--- src/rtl/blink_pkg.sv ---
//------------------------------------------------------------------------------
// Module   : blink_pkg
// Purpose  : Shared widths and scheduler state encoding for the Blink core
//            scheduler slice.
// Contents : BLK_W   - block/tweak width of the Blink core (64)
//            KEY_W   - master key width, seven blocks (448)
//            state_t - scheduler FSM states IDLE/BUSY/RESP
// Revision : 1.0 - initial release
//------------------------------------------------------------------------------
`default_nettype none

package blink_pkg;

  localparam int BLK_W = 64;
  localparam int KEY_W = 7 * BLK_W;

  typedef enum logic [1:0] {
    IDLE = 2'd0,
    BUSY = 2'd1,
    RESP = 2'd2
  } state_t;

endpackage : blink_pkg

`default_nettype wire

--- src/rtl/blink_rr_arbiter.sv ---
//------------------------------------------------------------------------------
// Module   : blink_rr_arbiter
// Purpose  : Combinational round-robin arbiter. Searches the request vector
//            starting at the pointer position and returns the first active
//            requester as a one-hot grant plus its binary index.
// Ports    : i_req   [NREQ]        request vector
//            i_ptr   [$clog2(NREQ)] search start position (< NREQ)
//            o_grant [NREQ]        one-hot grant (all zero when no request)
//            o_idx   [$clog2(NREQ)] index of the granted requester
// Revision : 1.0 - initial release
//------------------------------------------------------------------------------
`default_nettype none

module blink_rr_arbiter #(
  parameter int NREQ = 2
) (
  input  logic [NREQ-1:0]         i_req,
  input  logic [$clog2(NREQ)-1:0] i_ptr,
  output logic [NREQ-1:0]         o_grant,
  output logic [$clog2(NREQ)-1:0] o_idx
);

  localparam int IDX_W = $clog2(NREQ);

  // One extra bit so ptr+k never wraps before the modulo correction.
  logic [IDX_W:0] w_pos;
  logic           w_found;

  always_comb begin
    o_grant = '0;
    o_idx   = '0;
    w_found = 1'b0;
    w_pos   = '0;
    for (int k = 0; k < NREQ; k++) begin
      w_pos = {1'b0, i_ptr} + (IDX_W+1)'(k);
      if (w_pos >= (IDX_W+1)'(NREQ)) begin
        w_pos = w_pos - (IDX_W+1)'(NREQ);
      end
      if (!w_found && i_req[w_pos[IDX_W-1:0]]) begin
        w_found                   = 1'b1;
        o_grant[w_pos[IDX_W-1:0]] = 1'b1;
        o_idx                     = w_pos[IDX_W-1:0];
      end
    end
  end

endmodule : blink_rr_arbiter

`default_nettype wire

--- src/rtl/blink_core_scheduler.sv ---
//------------------------------------------------------------------------------
// Module   : blink_core_scheduler
// Purpose  : Shares one combinational 64-bit Blink core between NREQ
//            requesters. Holds the master key, grants requests round-robin,
//            registers the core inputs, holds them for SETTLE_CYCLES clocks
//            (multicycle path into the core), then captures C and returns it
//            tagged with the requester id.
// Ports    : clk, rst                 clock, synchronous active-high reset
//            key_load/key_in/key_ready master key load (accepted in IDLE)
//            req_valid/req_ready      per-requester handshake, one-hot grant
//            req_enc/req_data/req_tweak packed request fields
//            rsp_valid/rsp_ready      result handshake
//            rsp_id/rsp_data          requester index and core output
//            core_enc/core_key/core_p/core_t  registered core inputs
//            core_c                   core output
// Revision : 1.0 - initial release
//------------------------------------------------------------------------------
`default_nettype none

module blink_core_scheduler
  import blink_pkg::*;
#(
  parameter int NREQ          = 2,
  parameter int SETTLE_CYCLES = 3
) (
  input  logic                    clk,
  input  logic                    rst,
  input  logic                    key_load,
  input  logic [KEY_W-1:0]        key_in,
  output logic                    key_ready,
  input  logic [NREQ-1:0]         req_valid,
  output logic [NREQ-1:0]         req_ready,
  input  logic [NREQ-1:0]         req_enc,
  input  logic [NREQ*BLK_W-1:0]   req_data,
  input  logic [NREQ*BLK_W-1:0]   req_tweak,
  output logic                    rsp_valid,
  input  logic                    rsp_ready,
  output logic [$clog2(NREQ)-1:0] rsp_id,
  output logic [BLK_W-1:0]        rsp_data,
  output logic                    core_enc,
  output logic [KEY_W-1:0]        core_key,
  output logic [BLK_W-1:0]        core_p,
  output logic [BLK_W-1:0]        core_t,
  input  logic [BLK_W-1:0]        core_c
);

  localparam int ID_W  = $clog2(NREQ);
  localparam int CNT_W = (SETTLE_CYCLES > 1) ? $clog2(SETTLE_CYCLES) : 1;
  localparam logic [CNT_W-1:0] c_cnt_load = CNT_W'(SETTLE_CYCLES - 1);
  localparam logic [ID_W-1:0]  c_last_id  = ID_W'(NREQ - 1);

  state_t            r_state;
  logic              r_key_valid;
  logic [KEY_W-1:0]  r_key;
  logic [ID_W-1:0]   r_ptr;
  logic [CNT_W-1:0]  r_cnt;
  logic              r_rsp_valid;
  logic [ID_W-1:0]   r_rsp_id;
  logic [BLK_W-1:0]  r_rsp_data;
  logic              r_core_enc;
  logic [BLK_W-1:0]  r_core_p;
  logic [BLK_W-1:0]  r_core_t;

  logic [NREQ-1:0]   w_grant;
  logic [ID_W-1:0]   w_gidx;
  logic              w_arb_en;
  logic              w_accept;

  blink_rr_arbiter #(
    .NREQ (NREQ)
  ) u_arb (
    .i_req   (req_valid),
    .i_ptr   (r_ptr),
    .o_grant (w_grant),
    .o_idx   (w_gidx)
  );

  // A key load in the same cycle takes priority, so no grant is offered then.
  assign w_arb_en  = (r_state == IDLE) && r_key_valid && !key_load;
  assign req_ready = w_arb_en ? w_grant : '0;
  assign w_accept  = |(req_valid & req_ready);
  assign key_ready = (r_state == IDLE);

  assign rsp_valid = r_rsp_valid;
  assign rsp_id    = r_rsp_id;
  assign rsp_data  = r_rsp_data;
  assign core_enc  = r_core_enc;
  assign core_key  = r_key;
  assign core_p    = r_core_p;
  assign core_t    = r_core_t;

  always_ff @(posedge clk) begin
    if (rst) begin
      r_state     <= IDLE;
      r_key_valid <= 1'b0;
      r_key       <= '0;
      r_ptr       <= '0;
      r_cnt       <= '0;
      r_rsp_valid <= 1'b0;
      r_rsp_id    <= '0;
      r_rsp_data  <= '0;
      r_core_enc  <= 1'b0;
      r_core_p    <= '0;
      r_core_t    <= '0;
    end else begin
      case (r_state)
        IDLE: begin
          if (key_load) begin
            r_key       <= key_in;
            r_key_valid <= 1'b1;
          end else if (w_accept) begin
            r_core_enc <= req_enc[w_gidx];
            r_core_p   <= req_data[w_gidx*BLK_W +: BLK_W];
            r_core_t   <= req_tweak[w_gidx*BLK_W +: BLK_W];
            r_rsp_id   <= w_gidx;
            r_cnt      <= c_cnt_load;
            r_ptr      <= (w_gidx == c_last_id) ? '0 : w_gidx + ID_W'(1);
            r_state    <= BUSY;
          end
        end
        BUSY: begin
          // Core inputs are frozen here; C is sampled once the count expires.
          if (r_cnt != '0) begin
            r_cnt <= r_cnt - CNT_W'(1);
          end else begin
            r_rsp_data  <= core_c;
            r_rsp_valid <= 1'b1;
            r_state     <= RESP;
          end
        end
        RESP: begin
          if (rsp_ready) begin
            r_rsp_valid <= 1'b0;
            r_state     <= IDLE;
          end
        end
        default: begin
          r_state <= IDLE;
        end
      endcase
    end
  end

endmodule : blink_core_scheduler

`default_nettype wire
--- config.mk ---
export PLATFORM = sky130hd
export DESIGN_NAME = blink_core_scheduler
export DESIGN_NICKNAME = d
export VERILOG_FILES = /design/src/rtl/blink_pkg.sv /design/src/rtl/blink_rr_arbiter.sv /design/src/rtl/blink_core_scheduler.sv
export SDC_FILE = /design/constraint.sdc
export NUM_CORES = 1
export LEC_CHECK = 0
export CAP_MARGIN = 10
export CELL_PAD_IN_SITES_DETAIL_PLACEMENT = 1
export CELL_PAD_IN_SITES_GLOBAL_PLACEMENT = 1
export CORE_AREA = 2 2 557 559
export DETAILED_ROUTE_END_ITERATION = 12
export DIE_AREA = 0 0 559 561
export GPL_ROUTABILITY_DRIVEN = 0
export PLACE_DENSITY = 0.3
export SKIP_LAST_GASP = 1
export SYNTH_ARGS = -nofsm -noshare
export SYNTH_HDL_FRONTEND = slang
export SYNTH_SLANG_ARGS = --single-unit
--- constraint.sdc ---
create_clock -name clk -period 3.45 [get_ports clk]
set_clock_uncertainty 0.1 [all_clocks]
set_input_delay 0.345 -clock clk [delete_from_list [all_inputs] [get_ports clk]]
set_output_delay 0.345 -clock clk [all_outputs]
set_load 0.05 [all_outputs]
== Word level (Yosys, flattened, before mapping) ==
Cells that the tools add are included.

* Bits in registers: 649
* Logic and storage cells: 85
* Bits of input ports: 776
* Output and inout port bits: 646

* Eq/ne operators: 7
* Reduce and logical (&&, ||, !) cells: 18
* Mux-type cells: 31
* $add $sub $neg: 5
* Shift-type cells: 2
* $lt $le $gt $ge: 7
* Bitwise logic cells: 4

{| class="wikitable"
|+ Operator list
! kind !! count
|-
| 128-bit by 8-bit variable part select with 64-bit output || 2
|-
| 2-bit two-way mux || 10
|-
| 1-bit two-way mux || 16
|-
| 2-bit != test, second input constant || 4
|-
| 4-bit AND reduction || 2
|-
| 1-bit by 2-bit less-than comparator with 1-bit output, second input constant || 3
|-
| 2-bit one-hot mux with 3 select lines || 1
|-
| 3-bit AND reduction || 2
|-
| 2-bit nonzero test || 3
|-
| 1-bit logical AND || 5
|-
| 2-bit one-hot mux with 2 select lines || 1
|-
| 2-bit AND reduction || 2
|-
| 1-bit by 1-bit adder with 2-bit output, second input constant || 1
|-
| 2-bit AND || 1
|-
| 1-bit demux with 1-bit select || 2
|-
| 2-bit by 1-bit equality test with 1-bit output, second input constant || 1
|-
| 2-bit equality test, second input constant || 1
|-
| 1-bit >= comparator, second input constant || 2
|-
| 1-bit by 2-bit >= comparator with 1-bit output, second input constant || 1
|-
| 2-bit >= comparator, second input constant || 1
|-
| 1-bit zero test || 2
|-
| 2-bit zero test || 1
|-
| 2-bit by 1-bit != test with 1-bit output, second input constant || 1
|-
| 1-bit inverter || 2
|-
| other kinds (6) || 7
|}

== Logic depth before layout (Yosys ltp) ==
Gate-level depths: netlist of the first run.

* Word-level depth: 15
* Gate-level depth with buffers: 7
* Depth with buffers taken out: 5

== Modules after synthesis ==
From an unflattened synthesis of the first run, not the netlist that was laid out.

* Cell total of the unflattened synthesis: 2862
* Area total of the unflattened synthesis: 23689.0 um^2

{| class="wikitable"
|+ Modules (own cells, without submodules)
! module !! cells an instance !! sequential area each (um^2) !! times used !! area each (um^2)
|-
| blink_core_scheduler || 2858 || 12992.5 || 1 || 23658.9
|-
| blink_rr_arbiter || 4 || 0.0 || 1 || 30.0
|}

== Worst setup path before layout of the first run ==
Ideal clock, no wire load.

* Path kind: reg-to-output
* Start point: register r_state[1]
* End point: output port req_ready[0]
* Slack: 867 ps
* Data required time: 3005 ps
* Cell stages (with the launch flop): 8
* Arrival: 2138 ps
* Buffers on the path: 4
* Cell sequence: dfxtp_1 -> clkbuf_1 -> or4b_1 -> clkbuf_1 -> clkbuf_1 -> clkbuf_1 -> or2_2 -> inv_1

* Word-level cells in the longest chain between the ends: 4

{| class="wikitable"
|+ RTL lines
! element !! line !! RTL
|-
| start: declaration || blink_core_scheduler.sv:52 || <nowiki>state_t r_state;</nowiki>
|-
| start signal: assignment || blink_core_scheduler.sv:94 || <nowiki>r_state <= IDLE;</nowiki>
|-
| start signal: assignment || blink_core_scheduler.sv:118 || <nowiki>r_state <= BUSY;</nowiki>
|-
| start signal: assignment || blink_core_scheduler.sv:128 || <nowiki>r_state <= RESP;</nowiki>
|-
| 2-bit zero test || blink_core_scheduler.sv:79 || <nowiki>assign w_arb_en = (r_state == IDLE) && r_key_valid && !key_load;</nowiki>
|-
| 1-bit logical AND (2 in series) || blink_core_scheduler.sv:79 ||
|-
| 2-bit two-way mux || blink_core_scheduler.sv:80 || <nowiki>assign req_ready = w_arb_en ? w_grant : '0;</nowiki>
|-
| end: declaration || blink_core_scheduler.sv:32 || <nowiki>output logic [NREQ-1:0] req_ready,</nowiki>
|}

No other way between the ends.

== Worst setup path in the final report of the first run ==
* Start point: register r_state[1]
* End point: output port req_ready[1]

Same word-level chain as after synthesis.

==> impl_results.md, run 1 <==
* Required time reported for the critical path endpoint at 3.00 ns
* Pre-CTS setup slack at 0.496 ns
* Largest stage delay on the critical path at 0.82 ns
* Number of DRC violations after detailed-routing iteration 0 at 1182
* Least-Margin Pin Slew at 0.904 ns
* Max VDD drop at 0.355 mV
* Proportion of power drawn by combinational gates at 22.6%
* Commonest non-fill, non-tap cell in the layout: sky130_fd_sc_hd__clkdlybuf4s50_1
* Share of the synthesized area in the top cell type at 56.4%
* Number of buffers on the longest clock path at 4
* Later-pin clock latency in the skew report at 0.79 ns
* Starting Density at 7.50%
* Nets at 5400
* Category of the worst setup path capture point: primary output
* Clock slew at reported path FFs at 0.06 ns
* Slew margin rel. at 39.7%
* Adder-cell share of the synthesized area at 0.0543%
* Critical path type: reg -> out
* Largest family of logic cells by synthesized area: simple AND/OR/NAND/NOR gates
* Global-route wire length before repair at 292000 um
* Maximum fanout along the worst path at 24
* Startpoint kind of the worst setup timing path: flip-flop
* Placed Instances at 8104
* Ys Warns at 0
* Max Freq at 312 MHz
* Share of async-settable or async-resettable flops after synthesis at 0%
* Routed vias/inst at 3.22
* Area post-placement at 42400 sq um
* Residual DRC count at 0
* Post-detailed-placement half-perimeter wirelength at 178000 um
* Cell internal pwr at 16.5 mW
* Layout cells sized above 1 at 5.19%
* Predominant post-synthesis flop cell: sky130_fd_sc_hd__dfxtp_1
* Most frequent cells in the layout: sky130_fd_sc_hd__clkdlybuf4s50_1, sky130_fd_sc_hd__nand2_1, sky130_fd_sc_hd__dfxtp_1
* Worst-path cell chain: or4b_4 > or3_1 > inv_1 > buf_12
* Total number of vias at 28600
* Sinks on the clock net at 649
* Share of synthesized area spent on multiplexers at 0%
* Share of synthesized area occupied by flip-flops and latches at 56.4%
* Setup violation total in the final timing report at 0
* Iteration count of the initial detailed-routing pass at 4
* Final period utilization at 92.8%
* Leakage power at 17.7 nW
* Overall power after layout at 24.3 mW
* Count of maximum capacitance violations at 0
* Post-layout instance area at 51200 sq um
* Antenna Violating Nets Remaining at 0
* Switching fraction of total power at 32.3%
* Global-route usage over all layers at 13.7%
* Synth Area in Compound Gates at 17.2%
* Endpoints failing hold at 0
* FF+latch count, synth at 649
* Synthesized area per cell at 8.44 sq um
* Aggregate routed wire length at 222000 um
* Area enclosed by the die boundary at 314000 sq um
* Post-detailed-route wirelength per cell at 25.0 um
* Switch Pwr at 7.86 mW
* Total global routing overflow at 0
* TritonCTS Buffers at 104
* Area leader, netlist: sky130_fd_sc_hd__dfxtp_1
* Setup tns final at 0 ns
* Final non-filler cell total at 8875
* Number of global-route vias before repair at 30600
* XOR/XNOR Fraction of Synth Area at 0%
* Top-level I/O count at 1422
* CTS tree: done
* Final max-slew violation count at 0
* Layout-stage area growth over the synthesis result at 122%
* Post-layout min period at 3.20 ns
* Floorplan Core Area at 308000 sq um
* Pin count of the biggest net entering global routing at 154
* Number of core rows at 204
* Cell at the root of the clock tree: sky130_fd_sc_hd__clkbuf_16
* DIE HEIGHT at 561 um
* Outcome: complete, no violations
* Resized cells post-CTS at 0
* H-tree depth reported by CTS at 3
* Worst path setup slack after routing at 0.248 ns
* Post-Syn Nets at 3510
* Antenna violations before repair at 170
* Netlist area before placement at 23100 sq um
* Die outline width at 559 um
* Post-Syn Instances at 2733
* Slowest cell on crit path: sky130_fd_sc_hd__or4b_4
* Share of power burned in the clock network at 43.7%
* Count of input and output buffers at 1421
* Data arrival time of the worst path at 2.76 ns
* Number of fill cells at 35900
* Cells taking the most area after synthesis: sky130_fd_sc_hd__dfxtp_1, sky130_fd_sc_hd__nand2_1, sky130_fd_sc_hd__a21oi_1, sky130_fd_sc_hd__a221o_1, sky130_fd_sc_hd__nor4b_1
* Number of flops mapped to enable cells by yosys at 0
* Number of distinct library cells after synthesis at 32
* Share of total power in sequential cells at 33.7%
* Unrepaired setup endpoints after global routing: no
* Power per standard cell area at 475 nW/um^2
* Post-synthesis share of cell area spent on and, or, nand and nor gates at 22.1%
* Kind of path behind the tightest hold check: in -> reg
==> routing by layer <==
| layer | up-vias | GRT usage (%) | wire [um] |
|---|---|---|---|
| met5 | - | 0 | 704 |
| met2 | 1190 | 23.0 | 104000 |
| met4 | 108 | 2.84 | 4630 |
| met1 | 13800 | 15.8 | 91600 |
| li1 | 13200 | - | - |
| met3 | 334 | 6.08 | 20800 |
==> critical path, delay by kind of cell (launching register included) <==
| kind | cells | cell delay, ns |
|---|---|---|
| simple gates | 2 | 1.27 |
| flops | 1 | 0.43 |
| buf+inv | 2 | 0.26 |
==> final cells by class <==
cell class / instances / area (sq um) / share of cell area [%]
tap: 4120 / 5150 / 10.1
antenna: 58 / 145 / 0.284
sequential: 649 / 13000 / 25.4
multi-input combinational: 1833 / 9110 / 17.8
clock inverter: 21 / 181 / 0.354
timing repair buffer: 2029 / 20500 / 40.0
clock buffer: 159 / 3120 / 6.10
inverter: 6 / 22.5 / 0.0440
==> kinds of logic (layout without fill, tap and decap cells) <==
family / Yosys count / in the layout
other: 0 / 58
DFF: 649 / 649
and+or+nand+nor: 1172 / 1172
adders and majority gates: 1 / 1
AOI/OAI and AO/OA: 660 / 660
buffers and inverters: 251 / 2215
==> sequential cells by signal (all words and copies together), names as in the netlist <==
name,cells
core_key,448
core_p,64
core_t,64
rsp_data,64
r_cnt,2
r_state,2
core_enc,1
r_key_valid,1
r_ptr,1
rsp_id,1
rsp_valid,1
==> stage by stage <==
| stage | utilization [%] | hold slack, ns |
|---|---|---|
| CTS | 16.6 | 0.000320 |
| detailed placement | 13.8 | 0.347 |
| finish | 16.6 | 0.0860 |
| global placement | 13.8 | 0.341 |
| floorplan | - | 0.341 |
| global route | 16.6 | 0.0386 |
==> cell usage after synthesis, types with 4 or more instances <==
cell type,instances
sky130_fd_sc_hd__nand2_1,1025
sky130_fd_sc_hd__dfxtp_1,649
sky130_fd_sc_hd__a21oi_1,521
sky130_fd_sc_hd__clkbuf_1,229
sky130_fd_sc_hd__a221o_1,126
sky130_fd_sc_hd__nor4b_1,126
sky130_fd_sc_hd__nor2_1,7
sky130_fd_sc_hd__buf_1,6
sky130_fd_sc_hd__buf_2,6
sky130_fd_sc_hd__inv_1,6
sky130_fd_sc_hd__buf_6,4
==> what timing repair did <==
| item | CTS | global route |
|---|---|---|
| endpoints found under the hold margin | 539 | 0 |
| setup buffers | 0 | 0 |
| hold buffers | 533 | 0 |
==> path summary, 6_finish.rpt <==
| check | from | slack (ns) | to | cells past startpoint |
|---|---|---|---|---|
| hold reg to reg | core_key[277]$_SDFFE_PP0P_ | 0.35 | core_key[277]$_SDFFE_PP0P_ | 2 |
| setup / recovery | r_state[1]$_SDFFE_PP0P_ | 0.25 | req_ready[1] | 4 |
| setup reg to reg | r_state[1]$_SDFFE_PP0P_ | 0.88 | core_t[42]$_SDFFE_PP0P_ | 5 |
| hold / removal | key_in[318] | 0.09 | core_key[318]$_SDFFE_PP0P_ | 3 |
==> power groups by stage <==
stage / clock (mW) / sequential, mW / combinational [mW]
after floorplan: 0 / 9.72 / 0.896
after global placement: 0 / 8.36 / 5.03
after detailed placement: 0 / 8.37 / 5.02
after CTS: 11.3 / 8.22 / 5.66
after global routing: 11.5 / 8.26 / 5.82
final: 10.6 / 8.21 / 5.50
Power figures use the tool's default switching activity.
==> run 2: changes to the inputs <==
--- a/config.mk
+++ b/config.mk
@@ -5,6 +5,7 @@
 export SDC_FILE = /design/constraint.sdc
 export NUM_CORES = 1
 export LEC_CHECK = 0
+export ABC_AREA = 0
 export CAP_MARGIN = 10
 export CELL_PAD_IN_SITES_DETAIL_PLACEMENT = 1
 export CELL_PAD_IN_SITES_GLOBAL_PLACEMENT = 1
==> results of run 2 <==
No change in the layout: final DEF, timing and power equal those of run 1.
